--- src/rtl/imem_uart_loader_pkg.sv ---
// Shared types and constants for the UART instruction-memory loader.
package imem_uart_loader_pkg;

   // Loader FSM states
   typedef enum logic [2:0] {
      StIdle,
      StSync,
      StCntH,
      StCntL,
      StData,
      StCsum,
      StDone,
      StErr
   } state_e;

   // Byte receiver states
   typedef enum logic [1:0] {
      RxIdle,
      RxStart,
      RxData,
      RxStop
   } rx_state_e;

   localparam logic [7:0] SyncByte = 8'hA5;

   localparam logic [1:0] ErrNone  = 2'd0;
   localparam logic [1:0] ErrFrame = 2'd1;
   localparam logic [1:0] ErrCsum  = 2'd2;
   localparam logic [1:0] ErrOvf   = 2'd3;

endpackage

--- src/rtl/imem_uart_loader_rx.sv ---
// 8N1 UART byte receiver with start-bit glitch rejection and stop-bit check.
module uart_rx_byte
   import imem_uart_loader_pkg::*;
#(
   parameter int unsigned DIV = 10
) (
   input  logic       clk,
   input  logic       rst_out,
   input  logic       rxd,
   output logic [7:0] rx_byte,
   output logic       rx_valid,
   output logic       rx_ferr
);

   localparam int unsigned CntW = $clog2(DIV);

   rx_state_e       state_q;
   logic [1:0]      sync_q;
   logic            line_prev_q;
   logic [CntW-1:0] cnt_q;
   logic [2:0]      bit_idx_q;
   logic [7:0]      shift_q;

   // Synchronize the line, detect start edges and sample bits at mid-bit points.
   always_ff @(posedge clk or posedge rst_out) begin
      if (rst_out) begin
         state_q     <= RxIdle;
         sync_q      <= 2'b11;  // idle-high so reset release is not a start edge
         line_prev_q <= 1'b1;
         cnt_q       <= '0;
         bit_idx_q   <= '0;
         shift_q     <= '0;
         rx_byte     <= '0;
         rx_valid    <= 1'b0;
         rx_ferr     <= 1'b0;
      end else begin
         sync_q      <= {sync_q[0], rxd};
         line_prev_q <= sync_q[1];
         rx_valid    <= 1'b0;
         rx_ferr     <= 1'b0;
         case (state_q)
            RxIdle: begin
               if (line_prev_q && !sync_q[1]) begin
                  state_q <= RxStart;
                  cnt_q   <= CntW'(DIV / 2 - 1);
               end
            end
            RxStart: begin
               if (cnt_q == '0) begin
                  if (sync_q[1]) begin
                     state_q <= RxIdle;  // line back high: glitch
                  end else begin
                     state_q   <= RxData;
                     cnt_q     <= CntW'(DIV - 1);
                     bit_idx_q <= '0;
                  end
               end else begin
                  cnt_q <= cnt_q - 1'b1;
               end
            end
            RxData: begin
               if (cnt_q == '0) begin
                  shift_q <= {sync_q[1], shift_q[7:1]};
                  cnt_q   <= CntW'(DIV - 1);
                  if (bit_idx_q == 3'd7) begin
                     state_q <= RxStop;
                  end else begin
                     bit_idx_q <= bit_idx_q + 1'b1;
                  end
               end else begin
                  cnt_q <= cnt_q - 1'b1;
               end
            end
            RxStop: begin
               if (cnt_q == '0) begin
                  if (sync_q[1]) begin
                     rx_valid <= 1'b1;
                     rx_byte  <= shift_q;
                  end else begin
                     rx_ferr <= 1'b1;
                  end
                  state_q <= RxIdle;
               end else begin
                  cnt_q <= cnt_q - 1'b1;
               end
            end
            default: state_q <= RxIdle;
         endcase
      end
   end

endmodule

--- src/rtl/imem_uart_loader.sv ---
// Receives a framed program over UART and writes it into instruction memory.
module imem_uart_loader
   import imem_uart_loader_pkg::*;
#(
   parameter int unsigned CLK_HZ = 50_000_000,
   parameter int unsigned BAUD   = 115_200,
   parameter int unsigned ADDR_W = 9,
   parameter int unsigned DEPTH  = 512
) (
   input  logic              clk,
   input  logic              rst_out,
   input  logic              rxd,
   input  logic              start,
   output logic              imem_we,
   output logic [ADDR_W-1:0] imem_addr,
   output logic [31:0]       imem_din,
   output logic              busy,
   output logic              done,
   output logic [1:0]        err,
   output logic [15:0]       word_cnt
);

   localparam int unsigned DIV      = CLK_HZ / BAUD;
   localparam logic [16:0] DepthLim = 17'(DEPTH);

   logic [7:0]  rx_byte;
   logic        rx_valid;
   logic        rx_ferr;

   state_e      state_q;
   logic [15:0] n_q;
   logic [7:0]  acc_q;
   logic [23:0] word_q;
   logic [1:0]  byte_idx_q;
   logic [15:0] n_new;

   assign n_new = {n_q[15:8], rx_byte};

   uart_rx_byte #(
      .DIV(DIV)
   ) u_rx (
      .clk     (clk),
      .rst_out (rst_out),
      .rxd     (rxd),
      .rx_byte (rx_byte),
      .rx_valid(rx_valid),
      .rx_ferr (rx_ferr)
   );

   // Frame-parsing FSM with word assembly, address counter and registered outputs.
   always_ff @(posedge clk or posedge rst_out) begin
      if (rst_out) begin
         state_q    <= StIdle;
         n_q        <= '0;
         acc_q      <= '0;
         word_q     <= '0;
         byte_idx_q <= '0;
         imem_we    <= 1'b0;
         imem_addr  <= '0;
         imem_din   <= '0;
         busy       <= 1'b0;
         done       <= 1'b0;
         err        <= ErrNone;
         word_cnt   <= '0;
      end else begin
         imem_we <= 1'b0;
         if (rx_ferr && state_q != StIdle && state_q != StDone && state_q != StErr) begin
            state_q <= StErr;
            err     <= ErrFrame;
            busy    <= 1'b0;
         end else begin
            case (state_q)
               StIdle, StDone, StErr: begin
                  if (start) begin
                     state_q    <= StSync;
                     busy       <= 1'b1;
                     done       <= 1'b0;
                     err        <= ErrNone;
                     word_cnt   <= '0;
                     imem_addr  <= '0;
                     acc_q      <= '0;
                     byte_idx_q <= '0;
                     n_q        <= '0;
                  end
               end
               StSync: begin
                  if (rx_valid && rx_byte == SyncByte) state_q <= StCntH;
               end
               StCntH: begin
                  if (rx_valid) begin
                     n_q[15:8] <= rx_byte;
                     state_q   <= StCntL;
                  end
               end
               StCntL: begin
                  if (rx_valid) begin
                     n_q[7:0] <= rx_byte;
                     if ({1'b0, n_new} > DepthLim) begin
                        state_q <= StErr;
                        err     <= ErrOvf;
                        busy    <= 1'b0;
                     end else if (n_new == 16'd0) begin
                        state_q <= StCsum;
                     end else begin
                        state_q <= StData;
                     end
                  end
               end
               StData: begin
                  if (rx_valid) begin
                     acc_q      <= acc_q ^ rx_byte;
                     word_q     <= {word_q[15:0], rx_byte};
                     byte_idx_q <= byte_idx_q + 1'b1;
                     if (byte_idx_q == 2'd3) begin
                        imem_we   <= 1'b1;
                        imem_din  <= {word_q, rx_byte};
                        imem_addr <= ADDR_W'(word_cnt);
                        word_cnt  <= word_cnt + 16'd1;
                        if (word_cnt + 16'd1 == n_q) state_q <= StCsum;
                     end
                  end
               end
               StCsum: begin
                  if (rx_valid) begin
                     busy <= 1'b0;
                     if (rx_byte == acc_q) begin
                        state_q <= StDone;
                        done    <= 1'b1;
                     end else begin
                        state_q <= StErr;
                        err     <= ErrCsum;
                     end
                  end
               end
            endcase
         end
      end
   end

endmodule

--- config.mk ---
export PLATFORM = sky130hd
export DESIGN_NAME = imem_uart_loader
export DESIGN_NICKNAME = d
export VERILOG_FILES = /design/src/rtl/imem_uart_loader_pkg.sv /design/src/rtl/imem_uart_loader_rx.sv /design/src/rtl/imem_uart_loader.sv
export SDC_FILE = /design/constraint.sdc
export NUM_CORES = 1
export LEC_CHECK = 0
export BUFFER_PORTS_ARGS = -buffer_cell sky130_fd_sc_hd__buf_4
export CORE_MARGIN = 2
export CORE_UTILIZATION = 58
export DETAILED_ROUTE_END_ITERATION = 6
export GPL_TIMING_DRIVEN = 0
export HOLD_SLACK_MARGIN = 0.02
export PLACE_DENSITY_LB_ADDON = 0.05
export SKIP_LAST_GASP = 1
export SLEW_MARGIN = 30
export SYNTH_ARGS = -nofsm -noshare
export SYNTH_HDL_FRONTEND = slang
export SYNTH_SLANG_ARGS = --single-unit
--- constraint.sdc ---
create_clock -name clk -period 5.9 [get_ports clk]
set_clock_uncertainty 0.05 [all_clocks]
set_input_delay 0.59 -clock clk [delete_from_list [all_inputs] [get_ports clk]]
set_output_delay 0.59 -clock clk [all_outputs]
set_load 0.05 [all_outputs]
### Word level (Yosys, flattened, before mapping)

Index checks and enable logic that the tools add are counted.

| operators by class | value |
|---|---|
| div/mod/pow operators | 0 |
| multiply operators | 0 |
| $lt $le $gt $ge | 1 |
| multiplexer cells | 74 |
| shifts and indexed selects | 0 |
| reductions and logical operators | 33 |
| eq/ne operators | 43 |
| bitwise logic cells | 2 |
| $add $sub $neg | 4 |

Operator list:

| cell | count |
|---|---|
| $mux W9 | 8 |
| $mux W16 | 3 |
| $pmux W8 S2 | 3 |
| $mux W3 | 13 |
| $pmux W9 S4 | 1 |
| $pmux W16 S2 | 1 |
| $mux W2 | 14 |
| $ne A3 B3 Y1 const B | 9 |
| $reduce_and A5 Y1 | 5 |
| $mux W8 | 3 |
| $mux W1 | 20 |
| $ne A2 B1 Y1 const B | 9 |
| $pmux W3 S6 | 1 |
| $pmux W9 S2 | 1 |
| $add A16 B1 Y16 const B | 1 |
| $eq A16 B16 Y1 | 1 |
| $gt A16 B10 Y1 const B | 1 |
| $logic_not A16 Y1 | 1 |
| $reduce_and A4 Y1 | 4 |
| $eq A3 B3 Y1 const B | 5 |
| $ne A2 B2 Y1 const B | 6 |
| $ne A3 B2 Y1 const B | 4 |
| $reduce_bool A2 Y1 | 5 |
| $logic_not A9 Y1 | 1 |
| other kinds (28) | 37 |

| word-level totals | value |
|---|---|
| memory bits (writable) | 0 |
| bits in read-only memories | 0 |
| register bits | 150 |
| memories | 0 |
| latch bits | 0 |
| word-level logic and storage cells | 179 |

### Logic depth before layout (Yosys ltp)

| depth | value |
|---|---|
| depth after elaboration | 7 |
| gate-level depth with buffers | 10 |
| gate-level depth less buffers | 9 |

### Hierarchy

Synthesis repeated with hierarchy kept, for this count alone.

| unflattened totals | value |
|---|---|
| cells, all modules | 782 |
| area total of the unflattened synthesis | 7317.0 um^2 |

Modules (own cells, without submodules):

| module | area each (um^2) | instances | cells an instance | seq. area each (um^2) |
|---|---|---|---|---|
| imem_uart_loader | 5509.0 | 1 | 622 | 2877.8 |
| uart_rx_byte | 1808.0 | 1 | 160 | 879.6 |

### Worst setup path before layout

No wires, ideal clock.

| timing path | value |
|---|---|
| kind | register -> register |
| start point | reg word_cnt[0] |
| end point | reg state_q[0] |
| arrival | 2.218 ns |
| slack | 3.498 ns |
| cell stages (with the launch flop) | 9 |
| path buffers | 0 |
| clock period less this slack | 2.402 ns |
| library setup time | 0.133 ns |
| required time | 5.717 ns |
| path through | dfrtp_1 -> ha_1 -> nand3_1 -> nor2_1 -> nor2_1 -> a211o_1 -> a32o_1 -> a31oi_1 -> o22ai_1 |

| between the ends | value |
|---|---|
| cells in the longest elaborated chain, start to end | 4 |

Ends and longest elaborated chain:

| what | line | text |
|---|---|---|
| from (decl) | imem_uart_loader.sv:20 | `output logic [15:0] word_cnt` |
| from (signal assigned) | imem_uart_loader.sv:118 | `word_cnt <= word_cnt + 16'd1;` |
| $add A16 B1 Y16 | imem_uart_loader.sv:119 | `if (word_cnt + 16'd1 == n_q) state_q <= StCsum;` |
| $eq A16 B16 Y1 | imem_uart_loader.sv:119 |  |
| $ne A3 B3 Y1 (no source line) | n/a |  |
| $reduce_and A8 Y1 (no source line) | n/a |  |
| to (signal assigned) | imem_uart_loader.sv:119 |  |
| to (signal assigned) | imem_uart_loader.sv:127 | `state_q <= StDone;` |
| to (signal assigned) | imem_uart_loader.sv:130 | `state_q <= StErr;` |
| to (decl) | imem_uart_loader.sv:30 | `state_e state_q;` |

No other way between the ends.
A chain may end at the register's enable or synchronous reset.

### Final worst setup path

| timing path | value |
|---|---|
| start point | reg u_rx.rx_valid |
| end point | reg imem_din[3] |

| between the ends | value |
|---|---|
| cells in the longest elaborated chain, start to end | 1 |

Ends and longest elaborated chain:

| what | line | text |
|---|---|---|
| from (decl) | imem_uart_loader_rx.sv:11 | `output logic rx_valid,` |
| from (signal assigned) | imem_uart_loader_rx.sv:34 | `rx_valid <= 1'b0;` |
| from (signal assigned) | imem_uart_loader_rx.sv:39 | `rx_valid <= 1'b0;` |
| from (signal assigned) | imem_uart_loader_rx.sv:77 | `rx_valid <= 1'b1;` |
| $reduce_and A4 Y1 (no source line) | n/a |  |
| to (signal assigned) | imem_uart_loader.sv:116 | `imem_din <= {word_q, rx_byte};` |
| to (decl) | imem_uart_loader.sv:16 | `output logic [31:0] imem_din,` |

No other way between the ends.

==> results_tabular.tex <==
\begin{tabular}{lr}
\hline
Metric & Value \\
\hline
\multicolumn{2}{l}{\textbf{Placed design}} \\
\quad Placed Instances & 986 \\
\quad DPL Wire Length & 11.71 mm \\
\quad Last weighted congestion value of the routability-driven placer & 0.8649 \\
\quad Port Buffer Count & 65 \\
\quad Post-place instance area & 7840 µm² \\
\multicolumn{2}{l}{\textbf{Cells and area}} \\
\quad Finished Cell Area & 8409 µm² \\
\quad Synthesis-to-finish area growth & 17.89\% \\
\quad Layout cell share with drive strength beyond 1 & 16.00\% \\
\quad Layout net count & 871 \\
\quad Count of placed standard cells in the final layout, fillers left out & 1016 \\
\quad Most common library cell in the layout ignoring fill and taps & nand2\_1 \\
\quad Commonest cells after routing, fill and taps aside & nand2\_1 (217), dfrtp\_1 (147), buf\_4 (65) \\
\quad Diodes inserted & 0 \\
\multicolumn{2}{l}{\textbf{Worst setup path}} \\
\quad Largest driver fanout on the critical path & 10 \\
\quad Worst EP arrival & 3360 ps \\
\quad Setup crit end kind & flip-flop \\
\quad Category of the critical setup timing path & reg -> reg \\
\quad Launching element type of the critical path & flip-flop \\
\quad Data required time of the worst path & 6210 ps \\
\quad Number of cells traversed by the worst register-to-register path & 9 \\
\multicolumn{2}{l}{\textbf{Clocking}} \\
\quad Worst skew pair latency & 430 ps \\
\quad CTS H-Tree Depth & 4 \\
\quad Root Buffer Master & clkbuf\_16 \\
\quad Number of buffers on the longest clock path & 2 \\
\quad Number of sinks on the clock net & 150 \\
\quad Total of hold buffers inserted after clock tree synthesis & 0 \\
\quad Clock-pin slew reported for the worst setup and hold paths after clock tree synthesis & 60 ps \\
\quad Post-CTS Resized & 0 \\
\quad Number of setup buffers added after CTS & 0 \\
\quad CTS tree & yes \\
\quad Total clock buffers created by CTS & 17 \\
\multicolumn{2}{l}{\textbf{Floorplanning}} \\
\quad Die Y-Extent & 114.9 µm \\
\quad Initial Utilization & 59.39\% \\
\quad Area of the die & 13200 µm² \\
\quad Core region area & 12010 µm² \\
\quad Horizontal die dimension & 114.9 µm \\
\quad I/O pin cnt & 66 \\
\quad Std-Cell Rows & 40 \\
\multicolumn{2}{l}{\textbf{STA}} \\
\quad Worst slew margin relative to its limit & 53.58\% \\
\quad Unrepaired setup endpoints after global routing & false \\
\quad Final number of setup-violating endpoints & 0 \\
\quad Pin slew with the least headroom to its limit & 690.4 ps \\
\quad Maximum achievable frequency & 327.8 MHz \\
\quad Period minus WS final & 3050 ps \\
\quad Share of the clock period used by the worst path & 51.70\% \\
\quad Setup tns final & 0 ps \\
\quad Count of final hold-check violations & 0 \\
\quad Final worst hold slack & 173.5 ps \\
\quad Final number of max-transition violations & 0 \\
\multicolumn{2}{l}{\textbf{Yosys}} \\
\quad Number of enable-type register cells in the synthesized netlist & 0 \\
\quad Sequential area share after synthesis & 52.67\% \\
\quad Ys Warns & 0 \\
\quad Instance count of the mapped netlist & 773 \\
\quad Cell area after technology mapping & 7133 µm² \\
\quad Net count of the mapped netlist & 786 \\
\quad Fraction of synthesis flops using an asynchronous set or reset pin & 100.0\% \\
\quad Syn\_area\_per\_cell & 9.228 µm² \\
\quad Top-area cell type share of the netlist area & 51.57\% \\
\quad Library cells used by synthesis & 59 \\
\quad Cell type contributing the most total cell area after synthesis & dfrtp\_1 \\
\quad Largest cells by area after synthesis & dfrtp\_1 (52\%), nand2\_1 (11\%), o21ai\_0 (4.5\%) \\
\quad Dominant synthesized flop cell & dfrtp\_1 \\
\quad Yosys reg bits & 150 \\
\multicolumn{2}{l}{\textbf{Run status}} \\
\quad Result of the run & finished, final reports clean \\
\multicolumn{2}{l}{\textbf{GRT}} \\
\quad Antenna violations before repair & 0 \\
\quad Global route total overflow & 0 \\
\quad Overall Global Routing Usage & 27.22\% \\
\quad Global-route wire length before repair & 28.12 mm \\
\quad Pin count of the biggest net entering global routing & 79 \\
\quad Vias in the first global route & 5688 \\
\multicolumn{2}{l}{\textbf{Route}} \\
\quad Count of vias placed by the detailed router & 5935 \\
\quad Average wire length per cell after detail routing & 16.83 µm \\
\quad DRC violations left & 0 \\
\quad Antenna viol nets, final & 0 \\
\quad 1st-iter DRT viols & 522 \\
\quad Number of vias per cell after detailed routing & 5.842 \\
\quad Pre-Repair DR Iteration Count & 5 \\
\quad Final routed wirelength across all metal layers & 17.10 mm \\
\multicolumn{2}{l}{\textbf{Pwr}} \\
\quad Power density normalized to cell area & 377.2 nW/µm² \\
\quad Standby leakage power & 4.132 nW \\
\quad Worst IR Drop VDD & 0.3881 mV \\
\quad Design Power & 3.172 mW \\
\multicolumn{2}{l}{\textbf{Run}} \\
\quad Number of max-cap violations & 0 \\
\multicolumn{2}{l}{\textbf{Min path}} \\
\quad Classification of the worst-slack hold path & in -> async \\
\hline
\end{tabular}
[stage by stage]
stage / worst slack (ps) / util [%]
floorplan: 1229 / -
global placement: -294.1 / 64.98
CTS: 2911 / 70.01
global route: 2622 / 70.01
finish: 2850 / 70.01
detailed placement: 2918 / 65.27
[synthesized netlist by cell type, types with 2 or more instances]
library cell	n
buf_2	7
nor3_2	2
mux2_2	18
and3_1	3
nand2b_1	8
dfstp_2	3
clkbuf_1	35
nand4_1	5
nand2_1	217
nor2b_1	5
or2_2	3
a31oi_1	11
dfrtp_1	147
o21ai_1	7
o31ai_1	10
or3_1	5
a22oi_1	2
a21o_1	2
xnor2_1	20
o21ai_0	64
nand3_1	19
o31a_1	3
a32o_1	3
nor4_1	4
nor2_1	39
nor3_1	8
and2_1	4
a22o_1	24
xor2_1	6
inv_1	22
o22a_1	4
buf_1	3
a21oi_1	26
ha_1	9
[report_power, final]
group	total [mW]	leakage, nW	switching [mW]	internal [mW]
clock	1.06	0.268	0.432	0.630
sequential	1.31	2.02	0.133	1.18
combinational	0.799	1.85	0.524	0.275
[worst paths after layout]
| path | from | end | slack (ps) |
|---|---|---|---|
| max | u_rx.rx_valid | imem_din[3] | 2850 |
| min | rst_out | imem_we | 170 |
| max reg2reg | u_rx.rx_valid | imem_din[3] | 2850 |
| min reg2reg | u_rx.sync_q[0] | u_rx.sync_q[1] | 310 |
| max in group asynchronous | rst_out | word_cnt[8] | 4890 |
| min in group clk | rxd | u_rx.sync_q[0] | 220 |
[registers in the layout, indices dropped and copies added, names as in the netlist, 2 cells and up, named ones only]
name            cells
err                 2
state_q             3
word_cnt           16
imem_addr           9
u_rx.sync_q         2
u_rx.bit_idx_q      3
acc_q               8
imem_din           32
u_rx.rx_byte        8
n_q                16
word_q             24
u_rx.shift_q        8
byte_idx_q          2
u_rx.cnt_q          9
[cell type report]
class	instances	area, µm²
flip-flops and latches	150	3757
plain buffers	45	177.7
clock buffers	19	442.9
clock inverters	11	126.4
fillers	931	3602
repair buffers	66	515.5
well taps	147	183.9
inverters	22	90.09
multi-input cells	556	3115
[worst max-delay path, stage by stage (launching register included)]
cell and delay [ps]:
dfrtp_1 520, and2b_1 280, nor4bb_1 420, clkbuf_1 370, nand2_1 280, inv_1 180, buf_2 300, buf_1 380
nand2_1 130, nand2_1 80
[kinds of logic after synthesis]
| family | after synthesis | share of synthesized area [%] |
|---|---|---|
| AO/OA/AOI/OAI | 170 | 15.47 |
| XOR/XNOR | 26 | 3.192 |
| adder cells (fa/ha/maj) | 9 | 1.579 |
| buffers and inverters | 67 | 3.648 |
| flip-flops | 150 | 52.68 |
| multiplexers | 19 | 2.982 |
| AND/OR/NAND/NOR | 332 | 20.45 |
[per-layer routing]
layer	global-route usage [%]	vias to the layer above	routed length (µm)
met5	0	-	0
met4	9.398	0	329
met3	6.220	31	768
met2	44.98	180	8471
met1	35.67	2909	7530
li1	-	2815	-
(Power assumes the default switching activity.)
